===== src/rtl/fft4_stream_ctrl.sv =====
// Four-sample streaming FFT sequencer: load 4 samples, compute in one cycle, unload 4 bins.
// Optional FFT4_CTRL_PRESCALE_EN: samples are arithmetic-shifted right by 2 on capture.
module fft4point #(
    parameter int W = 16
) (
    input  logic [3:0][W-1:0] x_re_i,
    input  logic [3:0][W-1:0] x_im_i,
    output logic [3:0][W-1:0] y_re_o,
    output logic [3:0][W-1:0] y_im_o
);
    logic [W-1:0] a_re, a_im, b_re, b_im, c_re, c_im, d_re, d_im;

    // Radix-2 split: even pair (a,b), odd pair (c,d); -j twiddle on d swaps re/im.
    always_comb begin
        a_re = x_re_i[0] + x_re_i[2];
        a_im = x_im_i[0] + x_im_i[2];
        b_re = x_re_i[0] - x_re_i[2];
        b_im = x_im_i[0] - x_im_i[2];
        c_re = x_re_i[1] + x_re_i[3];
        c_im = x_im_i[1] + x_im_i[3];
        d_re = x_re_i[1] - x_re_i[3];
        d_im = x_im_i[1] - x_im_i[3];
        y_re_o[0] = a_re + c_re;
        y_im_o[0] = a_im + c_im;
        y_re_o[1] = b_re + d_im;
        y_im_o[1] = b_im - d_re;
        y_re_o[2] = a_re - c_re;
        y_im_o[2] = a_im - c_im;
        y_re_o[3] = b_re - d_im;
        y_im_o[3] = b_im + d_re;
    end
endmodule

module fft4_stream_ctrl #(
    parameter int W = 16
) (
    input  logic         clk,
    input  logic         rst_n,
    input  logic         in_valid,
    output logic         in_ready,
    input  logic [W-1:0] in_re,
    input  logic [W-1:0] in_im,
    input  logic         in_last,
    output logic         out_valid,
    input  logic         out_ready,
    output logic [W-1:0] out_re,
    output logic [W-1:0] out_im,
    output logic [1:0]   out_idx,
    output logic         out_last,
    output logic         frame_err
);
    typedef enum logic [1:0] {LOAD, CALC, UNLOAD} state_t;

    state_t             state_q, state_d;
    logic [1:0]         icnt_q, icnt_d;
    logic [1:0]         ocnt_q, ocnt_d;
    logic               ferr_q, ferr_d;
    logic [3:0][W-1:0]  x_re_q, x_im_q;
    logic [3:0][W-1:0]  y_re_q, y_im_q;
    logic [3:0][W-1:0]  f_re, f_im;
    logic [W-1:0]       cap_re, cap_im;
    logic               in_beat;

`ifdef FFT4_CTRL_PRESCALE_EN
    assign cap_re = $signed(in_re) >>> 2;
    assign cap_im = $signed(in_im) >>> 2;
`else
    assign cap_re = in_re;
    assign cap_im = in_im;
`endif

    fft4point #(.W(W)) u_fft (
        .x_re_i (x_re_q),
        .x_im_i (x_im_q),
        .y_re_o (f_re),
        .y_im_o (f_im)
    );

    assign in_beat = in_valid && (state_q == LOAD);

    always_comb begin
        state_d   = state_q;
        icnt_d    = icnt_q;
        ocnt_d    = ocnt_q;
        ferr_d    = 1'b0;
        in_ready  = (state_q == LOAD);
        out_valid = (state_q == UNLOAD);
        out_re    = '0;
        out_im    = '0;
        out_idx   = ocnt_q;
        out_last  = 1'b0;
        case (state_q)
            LOAD: begin
                if (in_beat) begin
                    // A misplaced in_last drops the partial frame; the beat is still consumed.
                    if (in_last != (icnt_q == 2'd3)) begin
                        ferr_d = 1'b1;
                        icnt_d = 2'd0;
                    end else if (icnt_q == 2'd3) begin
                        icnt_d  = 2'd0;
                        state_d = CALC;
                    end else begin
                        icnt_d = icnt_q + 2'd1;
                    end
                end
            end
            CALC: state_d = UNLOAD;
            UNLOAD: begin
                out_re   = y_re_q[ocnt_q];
                out_im   = y_im_q[ocnt_q];
                out_last = (ocnt_q == 2'd3);
                if (out_ready) begin
                    ocnt_d = ocnt_q + 2'd1;
                    if (ocnt_q == 2'd3) state_d = LOAD;
                end
            end
            default: state_d = LOAD;
        endcase
    end

    assign frame_err = ferr_q;

    always_ff @(posedge clk or negedge rst_n) begin
        if (!rst_n) begin
            state_q <= LOAD;
            icnt_q  <= '0;
            ocnt_q  <= '0;
            ferr_q  <= 1'b0;
            x_re_q  <= '0;
            x_im_q  <= '0;
            y_re_q  <= '0;
            y_im_q  <= '0;
        end else begin
            state_q <= state_d;
            icnt_q  <= icnt_d;
            ocnt_q  <= ocnt_d;
            ferr_q  <= ferr_d;
            if (in_beat) begin
                x_re_q[icnt_q] <= cap_re;
                x_im_q[icnt_q] <= cap_im;
            end
            if (state_q == CALC) begin
                y_re_q <= f_re;
                y_im_q <= f_im;
            end
        end
    end
endmodule


===== config.mk =====
export PLATFORM = sky130hd
export DESIGN_NAME = fft4_stream_ctrl
export DESIGN_NICKNAME = d
export VERILOG_FILES = /design/src/rtl/fft4_stream_ctrl.sv
export SDC_FILE = /design/constraint.sdc
export NUM_CORES = 1
export LEC_CHECK = 0
export ABC_AREA = 1
export BUFFER_PORTS_ARGS = -buffer_cell sky130_fd_sc_hd__buf_2
export CORE_UTILIZATION = 50
export DETAILED_ROUTE_END_ITERATION = 12
export PLACE_DENSITY_LB_ADDON = 0.05
export SYNTH_ARGS = -nofsm -noshare
export SYNTH_HDL_FRONTEND = slang
export SYNTH_HIERARCHICAL = 1
export SYNTH_SLANG_ARGS = --single-unit

===== constraint.sdc =====
create_clock -name clk -period 4.3 [get_ports clk]
set_clock_uncertainty 0.2 [all_clocks]
set_input_delay 0.215 -clock clk [delete_from_list [all_inputs] [get_ports clk]]
set_output_delay 0.215 -clock clk [all_outputs]
set_load 0.005 [all_outputs]

==> run_results.csv, run 1 <==
group,metric,value,unit
cts,cts_tree,"yes",
floorplan,fp.dieArea,48800,µm²
critical_path,critPathMaxStageDelay,0.45,ns
final_layout,num_antenna_cells,0,
detailed_routing,wirelength,76200,µm
final_layout,syn_to_final_growth,8.46,%
logic_synthesis,synth_area,24000,µm²
sta,period_share,94.7,%
logic_synthesis,async_flop_share,100,%
placement,port-buffer-count,74,
sta,relSlewSlack,33.5,%
sta,hold_viol,11,
detailed_routing,drt_iter0_drc,1985,
sta,whs,-0.0140,ns
job,maxCapViolations,0,
final_layout,drive_gt1_share,6.66,%
status,status,"finished, violations left",
floorplan,fp.coreArea,47000,µm²
global_route,grt_max_degree,170,
floorplan,die_h,221,µm
final_layout,fin_util,55.4,%
cts,cts_root_buf,"clkbuf_16",
logic_synthesis,netlist_instances,3514,
critical_path,cp_common_cell,"nand2_1",
global_route,grt_overflow,0,
final_layout,nets,3851,
sta,layout_min_cycle_time,4.07,ns
placement,dpl_cell_area,24600,µm²
global_route,grt_usage,31.0,%
logic_synthesis,ys_types,48,
logic_synthesis,ys.flop_type,"dfrtp_1",
detailed_routing,dr.pass1.iters,6,
logic_synthesis,syn_area_per_cell,6.82,µm²
worst_hold_path,hp-class,"in -> async",
critical_path,crit_fanout,5,
cts,clock_path_buffers,3,
cts,insertion_delay,0.57,ns
logic_synthesis,synth-seq-cells,263,
sta,fmax,245,MHz
floorplan,pin_count,75,
detailed_routing,via_per_inst,5.36,
detailed_routing,drcViolationCount,0,
logic_synthesis,ys_seq_area_share,27.5,%
global_route,first_global_vias,21000,
detailed_routing,wl_per_cell,18.2,µm
critical_path,cp-end-kind,"register",
placement,dp.cells,4091,
sta,slew_violations,0,
logic_synthesis,syn_nets,3813,
sta,finalSetupViolCount,0,
placement,dp_hpwl,60800,µm
final_layout,layout.cells.non_filler,4178,
floorplan,initial_utilization,51.1,%
logic_synthesis,yosysWarningCount,6,
critical_path,cp_cell_sequence,"inv_1, ha_1, inv_1, fa_1, nand3_1, and2_1, o21ai_1, xor2_1, inv_1, ha_1, inv_1, o21bai_2, a21oi_1, nand2_1, nand2_1, nand2_1, nand2_1, nand2_1, inv_1, nand3_1, nand2_1, nor2_1, a21oi_1",
critical_path,required,4.52,ns
sta,worst_pin_slew,0.990,ns
detailed_routing,drtAntennaViolNets,0,
floorplan,rows,79,
critical_path,critPathKind,"reg -> reg",
floorplan,die_w,221,µm
critical_path,start_kind,"register",
global_route,grt_pass1_wl,120000,µm
critical_path,crit_arrival,4.29,ns
cts,cts.clk_slew.worst_paths,0.06,ns
placement,gp_congestion,0.988,
logic_synthesis,synth_edf_count,0,
cts,cts_sinks,263,
detailed_routing,num_vias,22400,
critical_path,cp_slowest_cell,"fa_1",
cts,cts_made_buffers,30,
status,violations,"hold timing",
final_layout,final_area,26000,µm²
cts,h-tree-depth,1,
global_route,antenna_found_initial,0,
critical_path,rrSetupSlack,0.23,ns
## worst max-delay path, delay by kind of cell (launching register included)
| family | cells | cell delay (ns) |
|---|---|---|
| adder cells (fa/ha/maj) | 3 | 0.99 |
| AND/OR/NAND/NOR | 10 | 1.10 |
| XOR/XNOR | 1 | 0.30 |
| flip-flops | 1 | 0.40 |
| buffers and inverters | 5 | 0.43 |
| AO/OA/AOI/OAI | 4 | 0.49 |
## cell usage in the layout, fill, tap and decap left out, types with 4 or more instances in the layout
cell | netlist | routed
ha_1 | 246 | 244
fa_1 | 16 | 16
a21oi_2 | 15 | 15
a211oi_1 | 5 | 5
clkbuf_16 | 0 | 31
nand2_1 | 933 | 933
o21ai_0 | 78 | 78
nand3_1 | 172 | 172
nor2_1 | 297 | 296
o21ai_2 | 5 | 5
inv_1 | 557 | 556
dfrtp_1 | 263 | 262
nand2_2 | 12 | 11
nor2_4 | 4 | 4
a21oi_1 | 338 | 338
clkbuf_8 | 0 | 7
o21bai_1 | 30 | 28
nor3_2 | 4 | 5
xor2_1 | 188 | 185
nand3b_1 | 6 | 6
a21o_1 | 13 | 13
clkbuf_1 | 11 | 5
a31oi_1 | 10 | 10
buf_2 | 85 | 73
nor3_1 | 48 | 47
buf_4 | 17 | 29
dlygate4sd3_1 | 0 | 36
and2_1 | 4 | 4
xnor2_1 | 20 | 20
inv_2 | 25 | 26
o21ai_1 | 34 | 34
o211ai_1 | 6 | 6
nand4_1 | 25 | 25
## cells by family after synthesis
kind of cell	count (synthesis)	share of synthesized area (%)
AO/OA/AOI/OAI	546	12.5
buffers and inverters	717	12.4
AND/OR/NAND/NOR	1518	25.9
adder cells (fa/ha/maj)	262	14.2
flip-flops	263	27.5
XOR/XNOR	208	7.60
## registers in the layout (all words and copies together) (netlist names)
register and count:
x_im_q 64, x_re_q 64, y_im_q 64, y_re_q 64, icnt_q 2, out_idx 2, state_q 2, frame_err 1
## cell type report
class | instances | area (µm²)
fillers | 4743 | 21000
repair buffers | 141 | 998
inverters | 582 | 2180
flip-flops and latches | 263 | 6580
clock buffers | 43 | 891
clock inverters | 8 | 105
multi-input cells | 2534 | 14500
well taps | 607 | 759
## metrics by stage
step / setup WS [ns] / hold WS (ns) / setup TNS [ns]
after CTS: 0.186 / 0.0152 / 0
after floorplan: 1.01 / -0.281 / 0
after global placement: 0.296 / 0.0240 / 0
final: 0.226 / -0.0140 / 0
after detailed placement: 0.208 / 0.0253 / 0
after global routing: -0.0134 / 0.0351 / -0.0177
## Yosys cell counts (3+ instances only)
cell type  count  share of area (%)
inv_1        557                8.7
nand4_1       25               0.65
inv_2         25               0.39
o211ai_1       6               0.19
a21o_1        13               0.41
nor2_1       297                4.7
a31o_2         3               0.11
and2_1         4               0.10
a21oi_2       15               0.55
buf_4         17               0.53
o21ai_2        5               0.18
clkbuf_1      11               0.17
a21oi_1      338                7.1
o31ai_1        3              0.094
fa_1          16                1.3
nor2_4         4               0.19
a31oi_1       10               0.26
nand2_1      933                 15
nand3_1      172                3.6
nand2_2       12               0.31
nor3_1        48                1.0
dfrtp_1      263                 27
o21ai_1       34               0.71
o21bai_1      30               0.94
nor3_2         4               0.17
xnor2_1       20               0.73
a211oi_1       5               0.16
xor2_1       188                6.9
nand3b_1       6               0.19
buf_2         85                1.8
buf_6         14               0.66
o21ai_0       78                1.6
ha_1         246                 13
buf_1          7               0.11
## path summary, 6_finish.rpt
check	start	to	cells past startpoint
setup / recovery	x_im_q[16]$_DFFE_PN0P_	y_re_q[31]$_DFFE_PN0N_	23
hold / removal	rst_n	y_re_q[45]$_DFFE_PN0N_	2
setup reg to reg	x_im_q[16]$_DFFE_PN0P_	y_re_q[31]$_DFFE_PN0N_	23
hold reg to reg	x_re_q[33]$_DFFE_PN0P_	x_re_q[33]$_DFFE_PN0P_	2
max in group asynchronous	rst_n	x_im_q[12]$_DFFE_PN0P_	3
min in group clk	in_im[15]	x_im_q[31]$_DFFE_PN0P_	4
## what timing repair did
action	4_1_cts	5_1_grt
setup endpoints to repair	0	11
endpoints found under the hold margin	257	0
gates resized for setup	0	9
setup buffers	0	0
hold buffers	36	0
## metal layers
layer,wire length (µm),track usage (%),vias to the layer above
li1,-,-,11000
met1,38700,49.0,10600
met2,31100,44.9,735
met3,5120,3.88,76
met4,1280,5.37,0
met5,0,0,-
Power of run 1 is not shown: default switching activity piles up to over one toggle a cycle in this logic, so the estimate is an artifact.
==> run 2: changes to the inputs <==
- ABC_AREA: 1 -> unset
==> run_results.csv, run 2 <==
group,metric,value,unit
status,status,"finished, violations left",
status,violations,"setup timing",
global_route,antenna_found_initial,0,
sta,period_share,102,%
final_layout,final_common_cell,"buf_4",
critical_path,crit_arrival,4.66,ns
critical_path,cp-end-kind,"register",
logic_synthesis,yosysWarningCount,6,
detailed_routing,drt_iter0_drc,930,
final_layout,nets,2811,
placement,dp_hpwl,41100,µm
logic_synthesis,ys_types,77,
sta,relSlewSlack,26.4,%
placement,gp_congestion,0.896,
cts,cts.clk_slew.worst_paths,0.06,ns
logic_synthesis,ys.flop_type,"dfrtp_1",
logic_synthesis,ys_seq_area_share,29.7,%
logic_synthesis,syn_nets,2455,
logic_synthesis,syn_area_per_cell,10.3,µm²
sta,finalSetupViolCount,8,
global_route,grt_overflow,0,
logic_synthesis,synth_area,22200,µm²
detailed_routing,dr.pass1.iters,5,
critical_path,reg2regPathDepth,22,
critical_path,startpoint,"x_im_q[16]$_DFFE_PN0P_",
critical_path,r2r_start,"x_im_q[16]$_DFFE_PN0P_",
floorplan,pin_count,75,
detailed_routing,wl_per_cell,18.0,µm
detailed_routing,wirelength,56100,µm
critical_path,crit_fanout,3,
detailed_routing,via_per_inst,5.35,
final_layout,fin_util,64.4,%
critical_path,setup.worst_path.end,"y_re_q[61]$_DFFE_PN0N_",
cts,cts_sinks,263,
logic_synthesis,async_flop_share,100,%
final_layout,num_antenna_cells,0,
final_layout,drive_gt1_share,33.5,%
floorplan,initial_utilization,51.1,%
logic_synthesis,synth-seq-cells,263,
critical_path,rrSetupSlack,-0.08,ns
cts,cts_root_buf,"clkbuf_16",
floorplan,die_h,213,µm
logic_synthesis,netlist_instances,2156,
global_route,first_global_vias,16700,
placement,port-buffer-count,74,
logic_synthesis,yosysMostFrequentCell,"dfrtp_1",
critical_path,critPathKind,"reg -> reg",
floorplan,fp.dieArea,45200,µm²
cts,cts_tree,"yes",
final_layout,n_fill_cell,3538,
floorplan,rows,76,
final_layout,syn_to_final_growth,26.2,%
logic_synthesis,synth_area_leader_cell,"dfrtp_1",
floorplan,fp.coreArea,43500,µm²
cts,h-tree-depth,1,
floorplan,die_w,213,µm
critical_path,reg2reg_to,"y_re_q[61]$_DFFE_PN0N_",
critical_path,required,4.58,ns
detailed_routing,num_vias,16700,
detailed_routing,drcViolationCount,0,
sta,layout_setup_ws,-0.0766,ns
final_layout,layout.cells.non_filler,3120,
global_route,grt_usage,24.6,%
detailed_routing,drtAntennaViolNets,0,
final_layout,layout.cells.most_common_list,"buf_4, dfrtp_1, inv_1",
cts,clock_path_buffers,3,
cts,cts_made_buffers,31,
sta,worst_pin_slew,1.10,ns
cts,insertion_delay,0.59,ns
sta,slew_violations,0,
sta,fmax,228,MHz
logic_synthesis,synth_edf_count,0,
global_route,grt_pass1_wl,88800,µm
placement,dp.cells,2972,
sta,rsz0062_at_grt,"yes",
logic_synthesis,yosys-top-cells-count,"dfrtp_1, ha_1, inv_1, xnor2_1, a21oi_1",
job,maxCapViolations,0,
sta,layout_min_cycle_time,4.38,ns
logic_synthesis,synthTopCellsByArea,"dfrtp_1, ha_1, mux2_4",
logic_synthesis,synth_top_area_share,29.7,%
sta,hold_viol,0,
critical_path,start_kind,"register",
worst_hold_path,hp-class,"in -> async",
global_route,grt_max_degree,130,
==> run 2: cell types whose count changed after synthesis, sizes merged, moves of 150 or more <==
| cell | delta |
|---|---|
| a21oi | -199 |
| nor2 | -170 |
| xnor2 | +150 |
| inv | -348 |
| mux2 | +257 |
| nand2 | -914 |
| nand3 | -156 |
==> run 2: worst min-delay path by stage <==
stage | end | from | depth (start not counted) | slack [ns]
2_1_floorplan | frame_err$_DFF_PN0_ | rst_n | 0 | -0.28
3_3_place_gp | y_re_q[2]$_DFFE_PN0N_ | rst_n | 1 | 0.14
3_5_place_dp | y_re_q[2]$_DFFE_PN0N_ | rst_n | 1 | 0.15
4_1_cts | y_re_q[2]$_DFFE_PN0N_ | rst_n | 2 | 0.12
5_1_grt | y_re_q[18]$_DFFE_PN0N_ | rst_n | 2 | 0.18
6_report | y_re_q[50]$_DFFE_PN0N_ | rst_n | 2 | 0.11
==> run 2: layer usage <==
metal / up-vias / GRT usage (%) / part of all wire (%)
li1: 8141 / - / -
met1: 8234 / 34.6 / 48
met5: - / 0 / 0
met3: 63 / 2.72 / 2.8
met4: 0 / 5.78 / 2.0
met2: 269 / 40.5 / 47
==> run 2: final cells by class <==
type	instances	area [µm²]	area share (%)
Clock buffer	39	846	3.02
Sequential cell	263	6590	23.5
Timing Repair Buffer	425	3180	11.3
Inverter	234	885	3.16
Clock inverter	17	246	0.880
Tap cell	585	732	2.61
Multi-Input combinational cell	1557	15500	55.5
==> run 2: what timing repair did <==
item | in CTS | in global routing
hold buffers | 37 | 0
cloned | 0 | 0
endpoints found under the setup margin | 31 | 44
pin swaps | 73 | 121
endpoints found under the hold margin | 239 | 0
setup buffers | 28 | 27
resized for setup | 115 | 174
==> run 2: per-stage QoR <==
stage	setup WS [ns]	TNS [ns]	hold slack (ns)	instance area, µm²
finish	-0.0766	-0.290	0.113	28000
detailed placement	-0.488	-5.61	0.150	24700
floorplan	0.0307	0	-0.281	22200
CTS	-0.0760	-0.476	0.115	26900
global placement	-0.408	-3.93	0.144	24700
global route	-0.258	-3.83	0.181	28000
==> run 2: worst max-delay path, cell delays in order, from the launching register on <==
cell	delay, ns
dfrtp_1	0.41
inv_2	0.08
ha_4	0.13
inv_2	0.04
fa_2	0.37
a21o_1	0.20
a21oi_2	0.18
o21bai_2	0.11
a21oi_2	0.21
o21ba_4	0.18
nor2_2	0.05
nor2_2	0.13
xnor2_2	0.16
inv_2	0.07
ha_4	0.16
or3_4	0.34
a311oi_4	0.34
o41ai_4	0.15
a21oi_2	0.19
nor2_2	0.07
nor2_1	0.13
xnor2_1	0.09
mux2_4	0.26
==> run 2: cells by family (layout without fill, tap and decap cells) <==
group	Yosys count	count (layout)	synth area share [%]
muxes	290	290	18.3
adders and majority gates	262	262	15.3
and+or+nand+nor	364	364	8.28
xor gates and xnor gates	228	228	9.00
AOI/OAI and AO/OA	413	413	12.5
DFF	263	263	29.7
buffers and inverters	336	715	6.90
Power of run 2 is left out for the same reason.
